File: config.mk
export PLATFORM = sky130hd
export DESIGN_NAME = qspi_flash_read_ctrl
export DESIGN_NICKNAME = d
export VERILOG_FILES = /design/src/rtl/qspi_flash_read_ctrl.sv
export SDC_FILE = /design/constraint.sdc
export NUM_CORES = 1
export LEC_CHECK = 0
export BUFFER_PORTS_ARGS = -buffer_cell sky130_fd_sc_hd__buf_2
export CORE_MARGIN = 2
export CORE_UTILIZATION = 57
export CTS_BUF_LIST = sky130_fd_sc_hd__clkbuf_4
export DETAILED_ROUTE_END_ITERATION = 10
export PLACE_DENSITY_LB_ADDON = 0.05
export SETUP_SLACK_MARGIN = 0.02
export SYNTH_ARGS = -nofsm -noshare
export SYNTH_HDL_FRONTEND = slang
export SYNTH_SLANG_ARGS = --single-unit
File: constraint.sdc
create_clock -name clock -period 2.9 [get_ports clock]
set_input_delay 0.29 -clock clock [delete_from_list [all_inputs] [get_ports clock]]
set_output_delay 0.29 -clock clock [all_outputs]
set_load 0.02 [all_outputs]
File: src/rtl/qspi_flash_read_ctrl.sv
// qspi_flash_read_ctrl: read-only Quad Output Fast Read (0x6B) sequencer.
// Turns 32-bit word read requests into complete QSPI flash transactions.
// It drives chip select, the mode-0 SCK, the per-bit output enables and
// assembles the returned nibbles into a little-endian word.
// Optional feature: define QSPI_FLASH_BURST_EN to keep CS low after a
// response. A following sequential word read then continues with the data
// phase only.
module qspi_flash_read_ctrl #(
  parameter int PRESCALER      = 2,  // clocks per SCK half-period, 1..15
  parameter int DUMMY_CYCLES   = 6,  // SCK cycles between address and data
  parameter int CS_HIGH_CYCLES = 4   // minimum CS-high clocks between frames
) (
  input  logic        clock,
  input  logic        reset,
  input  logic        req_valid,
  output logic        req_ready,
  input  logic [23:0] req_addr,
  output logic        resp_valid,
  input  logic        resp_ready,
  output logic [31:0] resp_data,
  output logic        qspi_cs,
  output logic        qspi_sck,
  output logic [3:0]  qspi_dq_o,
  output logic [3:0]  qspi_dq_oe,
  input  logic [3:0]  qspi_dq_i
);

`ifdef QSPI_FLASH_BURST_EN
  typedef enum logic [2:0] {
    S_IDLE, S_CMD, S_ADDR, S_DUMMY, S_DATA, S_RESP, S_DESEL, S_HOLD
  } state_t;
`else
  typedef enum logic [2:0] {
    S_IDLE, S_CMD, S_ADDR, S_DUMMY, S_DATA, S_RESP, S_DESEL
  } state_t;
`endif

  localparam logic [7:0] CMD_QOFR   = 8'h6B;
  localparam logic [3:0] DIV_MAX    = 4'(PRESCALER - 1);
  localparam logic [7:0] DUMMY_LAST = 8'(DUMMY_CYCLES - 1);
  localparam logic [7:0] DESEL_LAST = 8'(CS_HIGH_CYCLES - 1);

  state_t      r_state, w_state_nxt;
  logic [3:0]  r_div;         // clocks spent in the current SCK half-period
  logic        r_sck;
  logic [7:0]  r_cnt;         // SCK cycles in a phase, or CS-high clocks
  logic [31:0] r_shift;       // command + address, MSB goes out on dq[0]
  logic [31:0] r_data;
  logic        r_resp_valid;
  logic        r_cs;
  logic [3:0]  r_oe;

  logic [23:0] w_addr_aligned;
  logic        w_active, w_tick, w_rise, w_fall, w_phase_last, w_end;
  logic        w_desel_done;

  assign w_addr_aligned = req_addr & 24'hFF_FFFC;
  assign w_active       = (r_state == S_CMD) || (r_state == S_ADDR) ||
                          (r_state == S_DUMMY) || (r_state == S_DATA);
  assign w_tick         = w_active && (r_div == DIV_MAX);
  assign w_rise         = w_tick && !r_sck;
  assign w_fall         = w_tick && r_sck;
  assign w_end          = w_fall && w_phase_last;
  assign w_desel_done   = (r_cnt == DESEL_LAST);

`ifdef QSPI_FLASH_BURST_EN
  logic [23:0] r_addr;        // address of the word last requested
  logic        r_pending;     // non-sequential request accepted in HOLD
  logic        w_seq;
  // 25-bit compare so the 0xFFFFFC -> 0x000000 wrap is never sequential.
  assign w_seq = (({1'b0, r_addr} + 25'd4) == {1'b0, w_addr_aligned});
`endif

  assign resp_valid = r_resp_valid;
  assign resp_data  = r_data;
  assign qspi_cs    = r_cs;
  assign qspi_sck   = r_sck;
  assign qspi_dq_o  = {3'b000, r_shift[31]};
  assign qspi_dq_oe = r_oe;

  // State register.
  always_ff @(posedge clock) begin
    // NOTE: sequential state uses non-blocking assignments so every register
    // samples the pre-edge values, regardless of block evaluation order.
    if (reset) r_state <= S_IDLE;
    else       r_state <= w_state_nxt;
  end

  // Next-state decode, phase-length decode and request handshake.
  always_comb begin
    // NOTE: every output gets a default first, so no path can infer a latch.
    w_state_nxt  = r_state;
    w_phase_last = 1'b0;
    req_ready    = 1'b0;
    case (r_state)
      S_IDLE: begin
        req_ready = !reset;
        if (req_valid) w_state_nxt = S_CMD;
      end
      S_CMD: begin
        w_phase_last = (r_cnt == 8'd7);
        if (w_end) w_state_nxt = S_ADDR;
      end
      S_ADDR: begin
        w_phase_last = (r_cnt == 8'd23);
        if (w_end) w_state_nxt = (DUMMY_CYCLES == 0) ? S_DATA : S_DUMMY;
      end
      S_DUMMY: begin
        w_phase_last = (r_cnt == DUMMY_LAST);
        if (w_end) w_state_nxt = S_DATA;
      end
      S_DATA: begin
        w_phase_last = (r_cnt == 8'd7);
        if (w_end) w_state_nxt = S_RESP;
      end
      S_RESP: begin
`ifdef QSPI_FLASH_BURST_EN
        if (resp_ready) w_state_nxt = S_HOLD;
`else
        if (resp_ready) w_state_nxt = S_DESEL;
`endif
      end
      S_DESEL: begin
`ifdef QSPI_FLASH_BURST_EN
        if (w_desel_done) w_state_nxt = r_pending ? S_CMD : S_IDLE;
`else
        if (w_desel_done) w_state_nxt = S_IDLE;
`endif
      end
`ifdef QSPI_FLASH_BURST_EN
      S_HOLD: begin
        req_ready = !reset;
        if (req_valid) w_state_nxt = w_seq ? S_DATA : S_DESEL;
      end
`endif
      default: w_state_nxt = S_IDLE;
    endcase
  end

  // SCK generation, shifting, nibble capture and registered pad controls.
  always_ff @(posedge clock) begin
    if (reset) begin
      r_div        <= '0;
      r_sck        <= 1'b0;
      r_cnt        <= '0;
      r_shift      <= '0;
      r_data       <= '0;
      r_resp_valid <= 1'b0;
      r_cs         <= 1'b1;
      r_oe         <= 4'b0000;
`ifdef QSPI_FLASH_BURST_EN
      r_addr       <= '0;
      r_pending    <= 1'b0;
`endif
    end else begin
      r_cs <= (w_state_nxt == S_IDLE) || (w_state_nxt == S_DESEL);
      r_oe <= ((w_state_nxt == S_CMD) || (w_state_nxt == S_ADDR)) ? 4'b0001 : 4'b0000;
      if (w_active) begin
        if (w_tick) begin
          r_div <= '0;
          r_sck <= !r_sck;
        end else begin
          r_div <= r_div + 4'd1;
        end
        // Nibble j of the word: byte j/2, high nibble first.
        if (w_rise && (r_state == S_DATA))
          r_data[{r_cnt[2:1], !r_cnt[0], 2'b00} +: 4] <= qspi_dq_i;
        // A falling SCK edge ends one SCK cycle; the next bit goes out now.
        if (w_fall) begin
          r_cnt   <= w_phase_last ? 8'd0 : r_cnt + 8'd1;
          r_shift <= {r_shift[30:0], 1'b0};
        end
        if (w_end && (r_state == S_DATA)) r_resp_valid <= 1'b1;
      end
      case (r_state)
        S_IDLE: if (req_valid) begin
          r_shift <= {CMD_QOFR, w_addr_aligned};
          r_div   <= '0;
          r_sck   <= 1'b0;
          r_cnt   <= '0;
`ifdef QSPI_FLASH_BURST_EN
          r_addr  <= w_addr_aligned;
`endif
        end
        S_RESP: if (resp_ready) begin
          r_resp_valid <= 1'b0;
          r_cnt        <= '0;
        end
        S_DESEL: begin
          r_cnt <= r_cnt + 8'd1;
`ifdef QSPI_FLASH_BURST_EN
          if (w_desel_done && r_pending) begin
            r_shift   <= {CMD_QOFR, r_addr};
            r_div     <= '0;
            r_sck     <= 1'b0;
            r_cnt     <= '0;
            r_pending <= 1'b0;
          end
`endif
        end
`ifdef QSPI_FLASH_BURST_EN
        S_HOLD: if (req_valid) begin
          r_addr <= w_addr_aligned;
          r_div  <= '0;
          r_sck  <= 1'b0;
          r_cnt  <= '0;
          if (!w_seq) r_pending <= 1'b1;
        end
`endif
        default: ;
      endcase
    end
  end

endmodule
==> results of run 1 <==
[layout make-up]
class                   instances  area (um2)
well taps                      77        96.3
repair buffers                 78         430
clock buffers                  10        75.1
multi-input cells             290        1890
flip-flops and latches         83        1660
fillers                       555        2090
clock inverters                 6        65.1
inverters                      10        37.5
[what timing repair did]
item | in CTS | in global routing
endpoints found under the setup margin | 0 | 1
setup buffers | 0 | 2
hold buffers | 0 | 0
[sequential cells by signal, indices dropped and copies added, names as in the netlist]
register and count:
resp_valid 1, r_cnt 8, r_div 4, resp_data 32
qspi_sck 1, r_shift 32, r_state 3, qspi_dq_oe 1
qspi_cs 1
[per-layer routing]
metal  vias up  GRT usage [%]  routed length (um)
li1       1544              -                   -
met3        11           5.25                 485
met2        86           32.9                3390
met5         -              0                   0
met1      1388           29.4                3530
met4         0           8.23                 109
[cells in the mapped netlist, types with 4 or more instances]
library cell / number / area (um2)
nand2_1: 32 / 120
mux2i_1: 54 / 541
nor3_1: 5 / 25.0
nor2_1: 76 / 285
nand2b_1: 4 / 25.0
a211oi_1: 26 / 195
clkbuf_1: 16 / 60.1
xnor2_1: 4 / 35.0
a21oi_1: 12 / 60.1
nand3_1: 4 / 20.0
buf_4: 10 / 75.1
dfxtp_1: 83 / 1660
inv_1: 10 / 37.5
a31oi_1: 12 / 75.1
and3_1: 7 / 43.8
ha_1: 7 / 87.6
[worst min-delay path by stage]
stage,from,endpoint,slack (ns),cells past startpoint
2_1_floorplan,r_shift[0]$_SDFF_PP0_,r_shift[0]$_SDFF_PP0_,0.41,2
3_3_place_gp,r_shift[0]$_SDFF_PP0_,r_shift[0]$_SDFF_PP0_,0.42,2
3_5_place_dp,r_shift[0]$_SDFF_PP0_,r_shift[0]$_SDFF_PP0_,0.42,2
4_1_cts,req_addr[4],r_shift[4]$_SDFF_PP0_,0.12,3
5_1_grt,req_addr[8],r_shift[8]$_SDFF_PP0_,0.12,3
6_report,req_addr[4],r_shift[4]$_SDFF_PP0_,0.13,3
[logic make-up (layout without fill, tap and decap cells)]
logic type | after synthesis | in the layout | synth area share, %
other cells | 1 | 6 | 0.0997
xor+xnor | 7 | 7 | 1.83
mux | 54 | 54 | 14.4
buf+inv | 42 | 104 | 5.95
flops | 83 | 83 | 44.2
compound gates | 66 | 66 | 12.6
fa+ha+maj | 7 | 7 | 2.33
simple gates | 150 | 150 | 18.7
[where the power goes]
group	internal [uW]	total [uW]	switching, uW
Clock	274	672	397
Combinational	68.4	176	108
Sequential	1180	1200	22.9
[per-stage QoR]
| stage | utilization [%] | std cells | setup WS [ns] | hold WS (ns) |
|---|---|---|---|---|
| after detailed placement | 64.7 | 536 | 0.252 | 0.422 |
| after floorplan | - | 415 | 0.463 | 0.410 |
| final | 67.1 | 554 | 0.224 | 0.127 |
| after global routing | 67.1 | 554 | 0.0670 | 0.125 |
| after global placement | 64.7 | 536 | 0.293 | 0.417 |
| after CTS | 66.9 | 552 | 0.190 | 0.119 |
[worst min-delay path: stages]
cell and delay, ns:
buf_2 0.09, nor2_1 0.09, a211oi_1 0.05
==> out/metrics.csv, run 1 <==
metric;value;unit
status;completed;
CTS tree;yes;
max-cap viol count;0;
Gate Count Post-Synth;410;
Starting Density;59.2;%
end point of the critical path;qspi_dq_oe[0]$_SDFF_PP0_;
first-pass GRT wire length;12800;um
r2r startpoint;r_state[2]$_SDFF_PP0_;
DRT Pass-1 Iters;4;
overall power;2050;uW
synthesized area;3760;um2
cts repair resizes;0;
Max VDD drop;0.329;mV
Syn-to-layout area delta;13.3;%
Num CTS Buffers;9;
main flop type after synthesis;dfxtp_1;
input/output buffers;67;
leakage power;0.00179;uW
diode count;0;
Req. time, crit path;3.24;ns
Cell Area, Placed;4110;um2
CTS clock-pin slew for the worst setup and hold paths;0.14;ns
root buffer selected by CTS;clkbuf_4;
CP max FO;10;
Slew Viols, Final;0;
worst-skew pair later-pin latency;0.42;ns
FF-to-FF path depth;10;
Least-Margin Pin Slew;0.600;ns
max incr delay on CP;0.44;ns
CP endpoint kind;register;
worst hold path type;primary input to register;
die height;85.2;um
crit share post-route;92.3;%
Worst slew margin;59.9;%
asr flop ratio synth;0;%
fin nets;511;
most frequent CP cell;nor3_1;
startpoint types;register;
Tot GR Track Use;21.5;%
Reg2Reg Setup Slack;0.22;ns
Setup-failing EPs final;0;
Worst R2R End;qspi_dq_oe[0]$_SDFF_PP0_;
GP Congestion;0.778;
Syn Area/Cell;9.17;um2
Yosys Warn Count;0;
GR Overflow Total;0;
largest net degree at the start of global routing;50;
CP Buf/Inv Count;0;
HPWL Detailed;5220;um
vias in the first global route;2805;
crit path from;r_state[2]$_SDFF_PP0_;
Core Rows;29;
layout cells sized above 1;23.7;%
vias per inst;5.47;
final hold violations;0;
fmax;374;MHz
Max stage delay cell, worst path;dfxtp_1;
core area;6350;um2
commonest non-fill, non-tap cell in the layout;dfxtp_1;
Total Wirelength;7520;um
routed len/inst;13.6;um
CP Depth;10;
synthesized flop and latch total;83;
Clock Skews;0.0124;ns
RSZ-0062 raised after global routing;no;
DRT antenna net count;0;
CTS max path bufs;2;
post-route cell area;4260;um2
setup_tns;0;ns
CP cell instances;nor3_1 > nor2_2 > and3_1 > ha_1 > nand2_1 > nor2_1 > and4_2 > nor3_1 > or4_1 > a211oi_2;
vias;3029;
die width;85.2;um
PwrDens;481;nW/um2
Die ar.;7260;um2
largest delay contributor family on the critical path;simple AND/OR/NAND/NOR gates;
register area share after synthesis;44.2;%
clk sink count;83;
EDFF count, synth;0;
initial antenna violation count;0;
distinct cell type count after synthesis;54;
most frequent cells in the layout;dfxtp_1 (83), nor2_1 (76), buf_2 (67);
Final min period;2.68;ns
htree depth;3;
Remaining DRCs;0;
Ports;76;
Critical Path AT;3.02;ns
DR iter-0 viols;92;
type of the worst setup path;register to register;
Note: power is estimated with default switching activity, not from simulation.
==> inputs of run 2 (changes only) <==
--- a/config.mk
+++ b/config.mk
@@ -10,6 +10,7 @@
 export CORE_UTILIZATION = 57
 export CTS_BUF_LIST = sky130_fd_sc_hd__clkbuf_4
 export DETAILED_ROUTE_END_ITERATION = 10
+export MAX_ROUTING_LAYER = met4
 export PLACE_DENSITY_LB_ADDON = 0.05
 export SETUP_SLACK_MARGIN = 0.02
 export SYNTH_ARGS = -nofsm -noshare
==> run 2 against run 1 <==
Combinational power barely moved; core utilization did not move; final cell count unchanged; critical path type unchanged; power about the same; critical endpoint unchanged; wire length stayed put; critical path depth is the same; register-to-register slack barely moved; fmax barely moved; global-route usage rose by 0.69 points; sequential cell count did not move; largest cell class unchanged; design area is the same.
==> out/metrics.csv, run 2 (synthesis results as in run 1) <==
metric;value;unit;change
Setup Fix Bufs, Post-CTS;0;;unchanged
Multi-input gate area;1890;um2;unchanged
HPWL Detailed;5220;um;unchanged
Hold Crit Endpoint;r_shift[4]$_SDFF_PP0_;;
root buffer selected by CTS;clkbuf_4;;
Starting Density;59.2;%;unchanged
layout cells sized above 1;23.7;%;unchanged
PwrDens;482;nW/um2;about the same
type of the worst setup path;register to register;;
GP Congestion;0.789;;+1.4%
fin worst setup slack;0.223;ns;-0.00105 ns
setup_tns;0;ns;unchanged
Worst slew margin;61.1;%;+1.2 points
CTS clock-pin slew for the worst setup and hold paths;0.14;ns;about the same
crit share post-route;92.3;%;about the same
CP endpoint kind;register;;
Clock Skews;0.0122;ns;-0.000214 ns
htree depth;3;;unchanged
fill count;555;;unchanged
startpoint types;register;;
Core Rows;29;;unchanged
die height;85.2;um;unchanged
Req. time, crit path;3.24;ns;about the same
final hold violations;0;;unchanged
Slew Viols, Final;0;;unchanged
fin nets;511;;unchanged
die width;85.2;um;unchanged
r2r startpoint;r_state[2]$_SDFF_PP0_;;
Setup-failing EPs final;0;;unchanged
most frequent cells in the layout;dfxtp_1 (83), nor2_1 (76), buf_2 (67);;
Final min period;2.68;ns;+0.00105 ns
Tot GR Track Use;22.2;%;+0.69 points
DR iter-0 viols;91;;-1.1%
first-pass GRT wire length;12800;um;+0.10%
max-cap viol count;0;;unchanged
Reg2Reg Setup Slack;0.22;ns;about the same
cts repair resizes;0;;unchanged
Worst R2R End;qspi_dq_oe[0]$_SDFF_PP0_;;
commonest non-fill, non-tap cell in the layout;dfxtp_1;;
input/output buffers;67;;unchanged
leakage power;0.00179;uW;unchanged
clk sink count;83;;unchanged
hold path cells;3;;unchanged
CTS tree;yes;;
FF-to-FF path depth;10;;unchanged
RSZ-0062 raised after global routing;no;;
Comb power frac;8.6;%;about the same
DRT Pass-1 Iters;5;;+1
Flop pwr share;58.6;%;about the same
Num CTS Buffers;9;;unchanged
vias per inst;5.41;;-0.99%
hold_sp;req_addr[4];;
Critical Path AT;3.02;ns;about the same
fmax;374;MHz;about the same
status;completed;;
core area;6350;um2;unchanged
Cell Int Power;1520;uW;about the same
diode count;0;;unchanged
CP max FO;10;;unchanged
Clk network pwr share;32.8;%;about the same
Die ar.;7260;um2;unchanged
Ports;76;;unchanged
switching part of the total;25.8;%;about the same
largest net degree at the start of global routing;50;;unchanged
sw power;528;uW;about the same
Post-Place Worst Slack;0.252;ns;unchanged
routed len/inst;13.6;um;unchanged
vias;2999;;-0.99%
overall power;2050;uW;about the same
Remaining DRCs;0;;unchanged
worst-skew pair later-pin latency;0.42;ns;about the same
Max VDD drop;0.331;mV;+0.43%
GR Overflow Total;0;;unchanged
Least-Margin Pin Slew;0.582;ns;-0.0185 ns
register area;1660;um2;unchanged
vias in the first global route;2798;;-0.25%
Syn-to-layout area delta;13.3;%;unchanged
worst hold path type;primary input to register;;
Total Wirelength;7520;um;unchanged
CTS max path bufs;2;;unchanged
Post-CTS Hold Buffers;0;;unchanged
DRT antenna net count;0;;unchanged
initial antenna violation count;0;;unchanged
## run 2: cell counts in the layout (fill, tap and decap cells not counted)
Identical to the previous run, type by type.
## run 2: metal layers
layer / GRT usage (%) / wire length, um
met5: - / 0
met4: 8.23 / 76
met3: 4.47 / 460
met2: 32.7 / 3420
met1: 30.1 / 3560
## run 2: cell type report
class	count	area share, %
inverter	10	0.881
sequential	83	39.0
multi-input combinational	290	44.5
timing repair buffer	78	10.1
clock inverter	6	1.53
clock buffer	10	1.76
tap	77	2.26
## run 2: power by group through the flow
stage | combinational, uW | clock [uW] | sequential (uW)
detailed placement | 173 | 0 | 1230
global route | 199 | 740 | 1210
finish | 176 | 673 | 1200
global placement | 170 | 0 | 1230
floorplan | 131 | 0 | 1230
CTS | 174 | 687 | 1200
## run 2: metrics by stage
step	hold slack [ns]	std cells	util (%)	instance area, um2
global placement	0.417	536	64.7	4110
CTS	0.119	552	66.9	4250
floorplan	0.410	415	-	3780
finish	0.129	554	67.1	4260
global route	0.125	554	67.1	4260
detailed placement	0.422	536	64.7	4110
## run 2: how the worst max path moves through the flow
stage | startpoint | slack, ns | cells after the start | to
2_1_floorplan | r_state[2]$_SDFF_PP0_ | 0.46 | 11 | qspi_dq_oe[0]$_SDFF_PP0_
3_3_place_gp | r_state[2]$_SDFF_PP0_ | 0.29 | 10 | qspi_dq_oe[0]$_SDFF_PP0_
3_5_place_dp | r_state[2]$_SDFF_PP0_ | 0.25 | 10 | qspi_dq_oe[0]$_SDFF_PP0_
4_1_cts | r_state[2]$_SDFF_PP0_ | 0.19 | 10 | qspi_dq_oe[0]$_SDFF_PP0_
5_1_grt | r_state[2]$_SDFF_PP0_ | 0.07 | 10 | qspi_dq_oe[0]$_SDFF_PP0_
6_report | r_state[2]$_SDFF_PP0_ | 0.22 | 10 | qspi_dq_oe[0]$_SDFF_PP0_
## run 2: critical path, stage by stage (launching register included)
cell and delay (ns):
dfxtp_1 0.44, nor3_1 0.12, nor2_2 0.29, and3_1 0.26, ha_1 0.28, nand2_1 0.10, nor2_1 0.12, and4_2 0.25
nor3_1 0.08, or4_1 0.43, a211oi_2 0.23
